<file path="config.mk">
export PLATFORM = sky130hd
export DESIGN_NAME = cam_req_sequencer
export DESIGN_NICKNAME = d
export VERILOG_FILES = /design/src/rtl/cam_req_sequencer.sv
export SDC_FILE = /design/constraint.sdc
export NUM_CORES = 1
export LEC_CHECK = 0
export BUFFER_PORTS_ARGS = -buffer_cell sky130_fd_sc_hd__buf_2
export CORE_MARGIN = 3
export CORE_UTILIZATION = 51
export CTS_CLUSTER_SIZE = 12
export DETAILED_ROUTE_END_ITERATION = 10
export MAX_ROUTING_LAYER = met4
export PLACE_DENSITY = 0.82
export SETUP_SLACK_MARGIN = 0.5
export SLEW_MARGIN = 20
export SYNTH_ARGS = -nofsm -noshare
export SYNTH_HDL_FRONTEND = slang
export SYNTH_SLANG_ARGS = --single-unit
</file>
<file path="constraint.sdc">
create_clock -name clk -period 3.2 [get_ports clk]
set_input_delay 0.48 -clock clk [delete_from_list [all_inputs] [get_ports clk]]
set_output_delay 0.48 -clock clk [all_outputs]
set_load 0.01 [all_outputs]
</file>
<file path="src/rtl/cam_req_sequencer.sv">
// Request sequencer in front of the 8 x 4-bit CAM: buffers lookup-and-replace requests and issues them one at a time.
// Latency: a request pushed into an empty FIFO while idle reaches RESP (rsp_valid high) two edges after the push edge, i.e. in the third cycle.
// Backpressure: req_ready drops when the FIFO is full or the sequencer is re-initialising; a stalled response blocks further issue.

// Small generic synchronous FIFO with extra-MSB pointers for full/empty detection.
// Latency: the head is visible on pop_dat the cycle after the push edge (no bypass).
// Backpressure: the caller must not push when full nor pop when empty; push and pop may coincide.
module cam_req_fifo #(
    parameter int W     = 8,
    parameter int DEPTH = 4
) (
    input  logic         clk,
    input  logic         reset_n,
    input  logic         push,
    input  logic [W-1:0] push_dat,
    input  logic         pop,
    output logic [W-1:0] pop_dat,
    output logic         full,
    output logic         empty
);
    localparam int AW = $clog2(DEPTH);

    logic [W-1:0] mem [DEPTH];
    logic [AW:0]  wr_ptr;
    logic [AW:0]  rd_ptr;

    assign empty   = (wr_ptr == rd_ptr);
    assign full    = (wr_ptr[AW] != rd_ptr[AW]) && (wr_ptr[AW-1:0] == rd_ptr[AW-1:0]);
    assign pop_dat = mem[rd_ptr[AW-1:0]];

    // Pointers only; they wrap naturally because DEPTH is a power of two.
    always_ff @(posedge clk or negedge reset_n) begin
        if (!reset_n) begin
            wr_ptr <= '0;
            rd_ptr <= '0;
        end else begin
            if (push) wr_ptr <= wr_ptr + (AW+1)'(1);
            if (pop)  rd_ptr <= rd_ptr + (AW+1)'(1);
        end
    end

    // Storage needs no reset: emptiness is defined by the pointers alone.
    always_ff @(posedge clk) begin
        if (push) mem[wr_ptr[AW-1:0]] <= push_dat;
    end
endmodule

// Sequencer top: FIFO -> issue register -> CAM, then one response per request with hit/miss statistics.
// Latency: pop, one ISSUE cycle, then RESP; back-to-back rate is one request per two cycles.
// Backpressure: RESP holds until rsp_ready; soft_init during ISSUE waits for RESP, where the response is dropped.
module cam_req_sequencer #(
    parameter int WIDTH      = 4,
    parameter int FIFO_DEPTH = 4,
    parameter int CNT_W      = 8
) (
    input  logic             clk,
    input  logic             reset_n,
    input  logic             soft_init,
    input  logic             req_valid,
    output logic             req_ready,
    input  logic [WIDTH-1:0] req_key,
    input  logic [WIDTH-1:0] req_data,
    output logic             cam_init,
    output logic             cam_en,
    output logic [WIDTH-1:0] cam_lookup,
    output logic [WIDTH-1:0] cam_newd,
    input  logic             cam_valid,
    output logic             rsp_valid,
    input  logic             rsp_ready,
    output logic             rsp_hit,
    output logic [WIDTH-1:0] rsp_key,
    output logic [CNT_W-1:0] hit_count,
    output logic [CNT_W-1:0] miss_count
);
    typedef enum logic [1:0] {
        ST_INIT  = 2'd0,
        ST_IDLE  = 2'd1,
        ST_ISSUE = 2'd2,
        ST_RESP  = 2'd3
    } state_t;

    state_t             state;
    state_t             state_nxt;
    logic               init_pend;   // soft_init seen during ISSUE, honoured in RESP
    logic               init_req;
    logic               fifo_push;
    logic               fifo_pop;
    logic               fifo_full;
    logic               fifo_empty;
    logic [2*WIDTH-1:0] fifo_head;
    logic               rsp_acc;

    cam_req_fifo #(
        .W     (2*WIDTH),
        .DEPTH (FIFO_DEPTH)
    ) u_fifo (
        .clk      (clk),
        .reset_n  (reset_n),
        .push     (fifo_push),
        .push_dat ({req_key, req_data}),
        .pop      (fifo_pop),
        .pop_dat  (fifo_head),
        .full     (fifo_full),
        .empty    (fifo_empty)
    );

    assign init_req  = soft_init || init_pend;
    assign req_ready = !fifo_full && (state != ST_INIT);
    assign fifo_push = req_valid && req_ready;
    assign cam_init  = (state == ST_INIT);
    assign cam_en    = (state == ST_ISSUE);
    assign rsp_valid = (state == ST_RESP);
    assign rsp_acc   = rsp_valid && rsp_ready;

    // State register.
    always_ff @(posedge clk or negedge reset_n) begin
        if (!reset_n) state <= ST_INIT;
        else          state <= state_nxt;
    end

    // Next state and FIFO pop; a pending init wins over accepting or issuing.
    always_comb begin
        state_nxt = state;
        fifo_pop  = 1'b0;
        case (state)
            ST_INIT: state_nxt = ST_IDLE;
            ST_IDLE: begin
                if (init_req) begin
                    state_nxt = ST_INIT;
                end else if (!fifo_empty) begin
                    fifo_pop  = 1'b1;
                    state_nxt = ST_ISSUE;
                end
            end
            ST_ISSUE: state_nxt = ST_RESP;
            ST_RESP: begin
                if (init_req) begin
                    state_nxt = ST_INIT;
                end else if (rsp_ready) begin
                    if (!fifo_empty) begin
                        fifo_pop  = 1'b1;
                        state_nxt = ST_ISSUE;
                    end else begin
                        state_nxt = ST_IDLE;
                    end
                end
            end
            default: state_nxt = ST_INIT;
        endcase
    end

    // Remember a soft_init that arrives while the CAM access is in flight.
    always_ff @(posedge clk or negedge reset_n) begin
        if (!reset_n)                   init_pend <= 1'b0;
        else if (state_nxt == ST_INIT)  init_pend <= 1'b0;
        else if (soft_init && state == ST_ISSUE) init_pend <= 1'b1;
    end

    // Issue register doubles as the CAM key/data drivers; it holds between pops.
    always_ff @(posedge clk or negedge reset_n) begin
        if (!reset_n) begin
            cam_lookup <= '0;
            cam_newd   <= '0;
        end else if (fifo_pop) begin
            {cam_lookup, cam_newd} <= fifo_head;
        end
    end

    // Capture the CAM match flag at the closing edge of ISSUE, together with the key.
    always_ff @(posedge clk or negedge reset_n) begin
        if (!reset_n) begin
            rsp_hit <= 1'b0;
            rsp_key <= '0;
        end else if (state == ST_ISSUE) begin
            rsp_hit <= cam_valid;
            rsp_key <= cam_lookup;
        end
    end

    // Saturating statistics, counted on response acceptance and cleared on entry to INIT.
    always_ff @(posedge clk or negedge reset_n) begin
        if (!reset_n) begin
            hit_count  <= '0;
            miss_count <= '0;
        end else if (state_nxt == ST_INIT) begin
            hit_count  <= '0;
            miss_count <= '0;
        end else if (rsp_acc) begin
            if (rsp_hit && hit_count != '1)
                hit_count <= hit_count + CNT_W'(1);
            if (!rsp_hit && miss_count != '1)
                miss_count <= miss_count + CNT_W'(1);
        end
    end
endmodule

</file>
==> run summary, run 1 <==
Slack of the worst reg-to-reg path - 1020 ps
First-pass GRT wire length - 8.89 mm
DR vias - 1794
Top FF cell, synth - dfrtp_1
Share of cells above drive strength 1 - 33.2%
Placed insts - 315
Nets@finish - 275
Die Wd - 83.1 um
Fin crit period - 2380 ps
Worst Max-Slew Pin Slew - 841 ps
Largest net degree at the start of global routing - 39
Cell family with most CP delay - flip-flops
Critical path, cell by cell - xnor2_1 -> a31oi_1 -> buf_2
H-tree levels - 3
Slew Viols, Final - 0
Vias per Instance - 5.42
Drt drc - 0
ANT cells - 0
WP buf/inv - 1
Worst-Skew Late Latency - 340 ps
Layout overhead on the synthesized area - 16.0%
Avg Synthesized Cell Area - 15.0 um^2
Slew margin rel. - 44.0%
Final hold vios - 0
Die ar. - 0.00691 mm^2
Crit path DAT - 1900 ps
CTS Buf Count - 9
Setup Buffers After CTS - 0
R2r endpoint - cam_newd[2]
1st-iter DRT viols - 101
Reg2reg start - u_fifo.rd_ptr[0]
Max stage delay on crit path - 730 ps
Register area share after synthesis - 63.0%
Critical Path RT - 2720 ps
Cell Area, Synth - 0.00304 mm^2
Initial Util - 53.8%
Port Buf Inserts - 46
Post-route insts no fill - 331
Worst setup EP type - primary output
Post-synth EDFFs - 32
CTS Root Cell - clkbuf_8
Final wirelength - 5.28 mm
Slowest-stage cell, CP - dfrtp_1
Max IR drop VDD - 0.535 mV
Yosys reg bits - 70
Startpoint Class - flop
Cts hold-fix bufs - 0
Max Root-Sink Buffers - 2
Final Cycle Share - 74.3%
Max Cap Violations - 0
Setup TNS - 0 ps
Setup violators final - 0
CTS tree - done
Fmax - 421 MHz
Core footprint - 0.00564 mm^2
Gr usage total - 16.9%
Syn Nets - 224
Crit Path Class - reg -> out
Clock sink total - 70
Grt total ovfl - 0
Crit-path max FO - 11
Via count of the first global-routing pass - 1732
Hold slack - 239 ps
FFs w/ async S/R, synth - 54.3%
Hpwl dp - 3.90 mm
HP Class - in -> async
First-pass DRT Iterations - 4
Final clock skew - 8.55 ps
Site row count - 27
Unique masters post-synth - 39
PwrDens - 864 mW/mm^2
Worst Reg-to-Reg Cells - 3
Clock-pin slew on the worst setup and hold paths - 80 ps
Leakage - 1.53 nW
Initial antenna violation count - 0
Post-Synthesis Cells - 203
Die H - 83.1 um
Status - completed
Placer congestion estimate - 0.829
WL/cell - 15.9 um
RSZ-0062 raised after global routing - no
Post-DRT Antenna Nets - 0
PostCTS Resize Cnt - 0
Yosys warnings - 0
I/O pin count - 47
[state kept, by name, indices dropped and copies added (netlist names)]
| name | flops |
|---|---|
| u_fifo.wr_ptr | 3 |
| miss_count | 8 |
| state | 2 |
| rsp_hit | 1 |
| rsp_key | 4 |
| init_pend | 1 |
| u_fifo.mem | 32 |
| u_fifo.rd_ptr | 3 |
| hit_count | 8 |
| cam_newd | 4 |
| cam_lookup | 4 |
[metrics by stage]
stage	instance area (um^2)	power [mW]	setup slack, ps	utilization, %
2_1_floorplan	3040	2.09	1320	-
3_3_place_gp	3320	2.33	1080	58.8
3_5_place_dp	3320	2.36	980	58.8
4_1_cts	3520	3.09	768	62.4
5_1_grt	3520	3.25	575	62.4
6_report	3520	3.04	823	62.4
[worst register-to-register path, delay by kind of cell, from the launching register on]
family          cells  cell delay (ps)
compound gates      1              690
flops               1              600
mux                 1              410
xor+xnor            1              380
[cell families (layout without fill, tap and decap cells)]
| group | after synthesis | count (layout) | share of synthesized area (%) |
|---|---|---|---|
| xor+xnor | 13 | 13 | 3.75 |
| simple gates | 45 | 45 | 8.37 |
| flops | 70 | 70 | 63.0 |
| mux | 26 | 26 | 13.5 |
| fa+ha+maj | 7 | 7 | 2.89 |
| buf+inv | 12 | 68 | 2.02 |
| compound gates | 30 | 30 | 6.47 |
[worst max path at each step]
stage	cells past startpoint	startpoint	end	slack, ps
floorplan	4	u_fifo.rd_ptr[1]	u_fifo.mem[3][0]	1320
global placement	3	u_fifo.rd_ptr[0]	u_fifo.mem[3][0]	1080
detailed placement	3	u_fifo.rd_ptr[0]	cam_newd[2]	980
CTS	3	u_fifo.rd_ptr[0]	req_ready	770
global route	3	u_fifo.rd_ptr[0]	req_ready	570
finish	3	u_fifo.rd_ptr[0]	req_ready	820
[power by group]
part	internal, mW	switching, mW	total [mW]
clock network	0.372	0.350	0.721
registers	1.19	0.220	1.41
logic	0.498	0.416	0.915
total	2.06	0.986	3.04
[per-layer routing]
metal | GRT usage, % | vias up | share of wire, %
met1 | 22.9 | 871 | 49
met3 | 5.46 | 6 | 5.1
met5 | - | - | 0
met2 | 24.3 | 42 | 45
li1 | - | 875 | -
met4 | 5.79 | 0 | 0.68
[cells in the mapped netlist, types with 2 or more instances]
library cell | count | share of area [%]
mux2_4 | 8 | 4.0
or4_1 | 2 | 0.49
or3_1 | 3 | 0.62
and3_1 | 6 | 1.2
o21ai_0 | 5 | 0.82
nand2_1 | 4 | 0.49
nand3_1 | 3 | 0.49
ha_1 | 7 | 2.9
xor2_1 | 8 | 2.3
nand4_1 | 4 | 0.82
buf_4 | 2 | 0.49
o31ai_1 | 4 | 0.99
nor2b_1 | 2 | 0.41
inv_1 | 6 | 0.74
nor2_1 | 12 | 1.5
dfrtp_1 | 38 | 31
mux2i_1 | 2 | 0.66
xnor2_1 | 5 | 1.4
mux2_2 | 8 | 3.0
o211ai_1 | 4 | 0.99
clkbuf_1 | 2 | 0.25
mux4_2 | 8 | 5.9
edfxtp_1 | 32 | 32
a31oi_1 | 4 | 0.82
a21oi_1 | 8 | 1.3
and4_1 | 3 | 0.87
[layout by cell type, fill, tap and decap left out, types with 2 or more instances in the layout]
cell type	netlist	layout
a21oi_1	8	8
a31oi_1	4	4
and3_1	6	6
and4_1	3	3
buf_2	1	46
clkbuf_8	0	9
clkinv_4	0	2
dfrtp_1	38	38
edfxtp_1	32	32
ha_1	7	7
inv_1	6	6
inv_6	0	2
mux2_2	8	8
mux2_4	8	8
mux2i_1	2	2
mux4_2	8	8
nand2_1	4	4
nand3_1	3	3
nand4_1	4	4
nor2_1	12	12
nor2b_1	2	2
o211ai_1	4	4
o21ai_0	5	5
o31ai_1	4	4
or3_1	3	3
or4_1	2	2
xnor2_1	5	5
xor2_1	8	8
[layout make-up]
| class | instances | area [um^2] |
|---|---|---|
| fillers | 431 | 2120 |
| flip-flops and latches | 70 | 1910 |
| multi-input cells | 121 | 1060 |
| repair buffers | 46 | 230 |
| clock buffers | 9 | 124 |
| well taps | 72 | 90.1 |
| clock inverters | 7 | 81.3 |
| inverters | 6 | 22.5 |
No activity file was read; power rests on OpenSTA's default activity.
==> inputs of run 2 (changes only) <==
==> constraint.sdc (replaced) <==
create_clock -name clk -period 2.4 [get_ports clk]
set_input_delay 0.36 -clock clk [delete_from_list [all_inputs] [get_ports clk]]
set_output_delay 0.36 -clock clk [all_outputs]
set_load 0.01 [all_outputs]
==> run summary, run 2 (synthesized netlist as in run 1, its figures left out) <==
Slowest-stage cell, CP - dfrtp_1
Initial Util - 53.8%
Critical Path RT - 2640 ps
Setup violators final - 0
Cell family with most CP delay - flip-flops
Die ar. - 0.00691 mm^2
WL/cell - 16.9 um
1st-iter DRT viols - 142
Via count of the first global-routing pass - 1791
Crit path DAT - 2090 ps
WP buf/inv - 1
Post-DRT Antenna Nets - 0
Core footprint - 0.00564 mm^2
Drt drc - 0
Worst-Skew Late Latency - 350 ps
Slack of the worst reg-to-reg path - 540 ps
CTS Root Cell - clkbuf_8
Worst Max-Slew Pin Slew - 820 ps
I/O pin count - 47
Vias per Instance - 5.62
Setup TNS - 0 ps
Crit Path Class - reg -> reg
Max Cap Violations - 0
Most common cell after layout, fill and taps aside - buf_2
Largest net degree at the start of global routing - 39
Fmax - 539 MHz
H-tree levels - 3
Slew Viols, Final - 0
Max IR drop VDD - 0.593 mV
Initial antenna violation count - 0
Met2 Use GR - 25.9%
Clock sink total - 70
RSZ-0062 raised after global routing - no
First-pass GRT wire length - 8.79 mm
Global-route track usage on met3 - 6.45%
Gr usage total - 17.1%
Cts hold-fix bufs - 0
Final clock skew - 10.9 ps
Crit-path max FO - 7
Final wirelength - 5.70 mm
Share of cells above drive strength 1 - 36.4%
Crit. path cell count - 4
ANT cells - 0
Slew margin rel. - 45.3%
Critical path, cell by cell - or3b_1 -> a311o_2 -> buf_4 -> mux2_4
PwrDens - 1180 mW/mm^2
Util after Layout - 63.3%
Final Cycle Share - 77.3%
Die H - 83.1 um
Max stage delay on crit path - 430 ps
Site row count - 27
Final hold vios - 0
Fin crit period - 1860 ps
Grt total ovfl - 0
Routing usage on met1 - 21.4%
Leakage - 1.55 nW
Busiest grt layer - met2
Clock-pin slew on the worst setup and hold paths - 90 ps
HP Class - in -> async
Worst Reg-to-Reg Cells - 4
Hpwl dp - 3.81 mm
Layout overhead on the synthesized area - 17.7%
Worst setup EP type - flop
Nets@finish - 280
First-pass DRT Iterations - 4
Placer congestion estimate - 0.773
Port Buf Inserts - 46
Status - completed
CTS Buf Count - 9
DR vias - 1887
Die Wd - 83.1 um
Max reg flops - 32
Most frequent cells in the layout - buf_2 (46), dfrtp_1 (37), edfxtp_1 (32)
Max Root-Sink Buffers - 2
CTS tree - done
Startpoint Class - flop
==> run 2: area by class of cell <==
class	count	area [um^2]
Tap cell	72	90.1
Inverter	6	22.5
Clock inverter	7	62.6
Timing Repair Buffer	51	268
Clock buffer	9	124
Fill cell	401	2070
Sequential cell	70	1910
Multi-Input combinational cell	121	1090
==> run 2: stage by stage <==
stage / worst slack (ps) / cell area (um^2) / hold WS, ps / cells / power [mW]
floorplan: 515 / 3040 / 64.4 / 203 / 2.79
global placement: 510 / 3340 / 485 / 318 / 3.16
detailed placement: 465 / 3340 / 493 / 318 / 3.21
CTS: 513 / 3530 / 127 / 334 / 4.13
global route: 515 / 3570 / 158 / 336 / 4.44
finish: 544 / 3570 / 89.6 / 336 / 4.21
==> run 2: what timing repair did <==
action,4_1_cts,5_1_grt
endpoints found under the setup margin,7,7
setup buffers,0,2
resized for setup,2,4
pin swaps,0,2
==> run 2: final timing paths <==
check | endpoint | start
min in group clk | u_fifo.mem[3][0] | req_data[0]
max in group asynchronous | state[0] | reset_n
worst max-delay path | cam_lookup[3] | init_pend
worst min-delay path | hit_count[5] | reset_n
worst min register to register | rsp_key[1] | rsp_key[1]
worst max register to register | cam_lookup[3] | init_pend
==> run 2: routing by layer <==
| layer | up-vias | share of wire, % |
|---|---|---|
| met1 | 943 | 43 |
| met4 | 0 | 1.7 |
| met3 | 10 | 5.2 |
| li1 | 888 | - |
| met2 | 46 | 50 |
| met5 | - | 0 |
==> run 2: power by group <==
group	switching [mW]	internal, mW	total, mW
logic	0.739	0.755	1.49
registers	0.231	1.59	1.82
clock network	0.500	0.396	0.895
total	1.47	2.74	4.21
==> run 2: worst register-to-register path: cells and delay by family (launching register included) <==
family,cells,cell delay [ps]
AOI/OAI and AO/OA,1,400
and+or+nand+nor,1,390
buffers and inverters,1,210
DFF,1,430
muxes,1,310
==> inputs of run 3 (changes only) <==
--- a/config.mk
+++ b/config.mk
@@ -5,13 +5,14 @@
 export SDC_FILE = /design/constraint.sdc
 export NUM_CORES = 1
 export LEC_CHECK = 0
+export ABC_AREA = 1
 export BUFFER_PORTS_ARGS = -buffer_cell sky130_fd_sc_hd__buf_2
 export CORE_MARGIN = 3
 export CORE_UTILIZATION = 51
 export CTS_CLUSTER_SIZE = 12
 export DETAILED_ROUTE_END_ITERATION = 10
 export MAX_ROUTING_LAYER = met4
-export PLACE_DENSITY = 0.82
+export PLACE_DENSITY = 0.81
 export SETUP_SLACK_MARGIN = 0.5
 export SLEW_MARGIN = 20
 export SYNTH_ARGS = -nofsm -noshare
==> constraint.sdc (replaced) <==
create_clock -name clk -period 1.9 [get_ports clk]
set_input_delay 0.285 -clock clk [delete_from_list [all_inputs] [get_ports clk]]
set_output_delay 0.285 -clock clk [all_outputs]
set_load 0.01 [all_outputs]
==> run summary, run 3 <==
Slack of the critical path - 276 ps
Final hold vios - 0
Fmax - 616 MHz
Startpoint Class - flop
Post-Synthesis Cells - 327
HP Class - in -> reg
Register area share after synthesis - 58.5%
Share of cells above drive strength 1 - 37.0%
Crit-path max FO - 4
Initial antenna violation count - 0
Crit path DAT - 1340 ps
Max IR drop VDD - 0.928 mV
Fin crit period - 1620 ps
Most common cell after layout, fill and taps aside - nand2_1
Max Root-Sink Buffers - 2
Layout overhead on the synthesized area - 30.1%
H-tree levels - 3
Via count of the first global-routing pass - 2552
PwrDens - 1570 mW/mm^2
Setup violators final - 0
Initial Util - 53.9%
Post-route insts no fill - 497
FFs w/ async S/R, synth - 54.3%
Crit Path Class - reg -> out
Yosys reg bits - 70
Yosys top cell by area - edfxtp_1
Worst Reg-to-Reg Cells - 9
Vias per Instance - 5.19
First-pass DRT Iterations - 4
Post-synth EDFFs - 32
Top sig layer - met4
Synth cell count leaders - nand2_1 (70), nor2_1 (41), dfrtp_1 (38)
Worst setup EP type - primary output
Final wirelength - 7.20 mm
Nets@finish - 438
Clock-pin slew on the worst setup and hold paths - 80 ps
Status - completed
Placed insts - 444
Register area - 0.00192 mm^2
I/O pin count - 47
Count leader, synth - nand2_1
Final clock skew - 14.7 ps
Hold depth - 1
Hpwl dp - 4.49 mm
Metal2 WL - 3.70 mm
Critical Path RT - 1620 ps
Filler Cells Inserted - 427
Gr usage total - 21.6%
Drt drc - 0
1st-iter DRT viols - 164
Site row count - 28
Die Wd - 86.1 um
Slew Viols, Final - 0
Syn Nets - 348
Unique masters post-synth - 31
Leakage - 1.93 nW
Die H - 86.1 um
Post-DRT Antenna Nets - 0
Die ar. - 0.00740 mm^2
Multi-input combinational cell area - 0.00125 mm^2
Post-DP Area - 0.00360 mm^2
RSZ-0062 raised after global routing - yes
Core footprint - 0.00606 mm^2
Grt total ovfl - 0
WL/cell - 14.5 um
Avg Synthesized Cell Area - 9.99 um^2
Worst-Skew Late Latency - 350 ps
Met1 Wirelength - 2.98 mm
Placer congestion estimate - 0.854
ANT cells - 0
Cell Area, Synth - 0.00327 mm^2
Place WS - 171 ps
Util after Layout - 70.1%
Clock sink total - 70
DR vias - 2577
Slew margin rel. - 67.6%
Synth area leaders - edfxtp_1 (29%), dfrtp_1 (29%), nand2_1 (8.0%)
CTS Root Cell - clkbuf_8
Worst Max-Slew Pin Slew - 486 ps
Post-route cell area - 0.00425 mm^2
Largest net degree at the start of global routing - 39
First-pass GRT wire length - 11.9 mm
Port Buf Inserts - 46
Most frequent cells in the layout - nand2_1 (63), buf_2 (45), nor2_1 (36)
Yosys warnings - 0
Met3 wire length - 365 um
Yosys top cell area share - 29.4%
CTS Buf Count - 9
Setup TNS - 0 ps
Top FF cell, synth - dfrtp_1
Max reg flops - 32
Final Cycle Share - 85.5%
Max Cap Violations - 0
CTS tree - done
-- run 3: layout make-up --
type                       instances  share of cell area, %
clock inverter                     6                   2.21
inverter                          32                   3.18
sequential                        70                   45.2
timing repair buffer              85                   14.6
clock buffer                      10                   3.00
multi-input combinational        218                   29.3
timing repair inverter             1                  0.265
tap                               75                   2.21
-- run 3: worst paths after layout --
path | slack [ps] | to | from
setup / recovery | 280 | req_ready | u_fifo.wr_ptr[1]
hold / removal | 160 | u_fifo.mem[1][7] | req_key[3]
setup reg to reg | 290 | u_fifo.mem[3][5] | u_fifo.wr_ptr[0]
hold reg to reg | 490 | cam_newd[0] | cam_newd[0]
max in group asynchronous | 1010 | u_fifo.wr_ptr[1] | reset_n
min in group asynchronous | 510 | hit_count[5] | reset_n
-- run 3: metrics by stage --
step / power, mW / hold WS (ps)
after CTS: 6.44 / 144
final: 6.67 / 157
after global placement: 4.29 / 362
after global routing: 7.08 / 149
after detailed placement: 4.40 / 363
after floorplan: 3.87 / -10.6
-- run 3: where the power goes --
group,switching (mW),internal (mW),leakage [nW]
logic,1.70,1.36,1.04
clock network,0.586,0.748,0.107
registers,0.293,1.99,0.777
total,2.58,4.09,1.93
-- run 3: worst max-delay path: stages (launching register included) --
cell and delay, ps:
dfrtp_2 410, inv_2 50, nand2_2 60, nand2_2 70
nor2_4 110, nand2_2 60, nand2_1 50, inv_1 40
buf_2 130
-- run 3: per-layer routing --
layer | up-vias | GRT usage [%]
met2 | 66 | 34.5
li1 | 1255 | -
met5 | - | -
met3 | 14 | 3.75
met1 | 1242 | 26.6
met4 | 0 | 10.2
-- run 3: cell families (layout without fill, tap and decap cells) --
group | after synthesis | after routing | share of synthesized area (%)
compound gates | 42 | 42 | 7.08
xor+xnor | 11 | 11 | 2.95
fa+ha+maj | 7 | 7 | 2.68
buf+inv | 39 | 134 | 5.55
flops | 70 | 70 | 58.5
simple gates | 158 | 158 | 23.2
-- run 3: timing repair --
| action | in CTS | in global routing |
|---|---|---|
| gates cloned | 1 | 0 |
| hold endpoints to repair | 33 | 0 |
| buffers inserted | 27 | 8 |
| gates resized for setup | 33 | 6 |
| pin swaps | 13 | 7 |
| setup endpoints to repair | 67 | 67 |
| hold buffers | 1 | 0 |
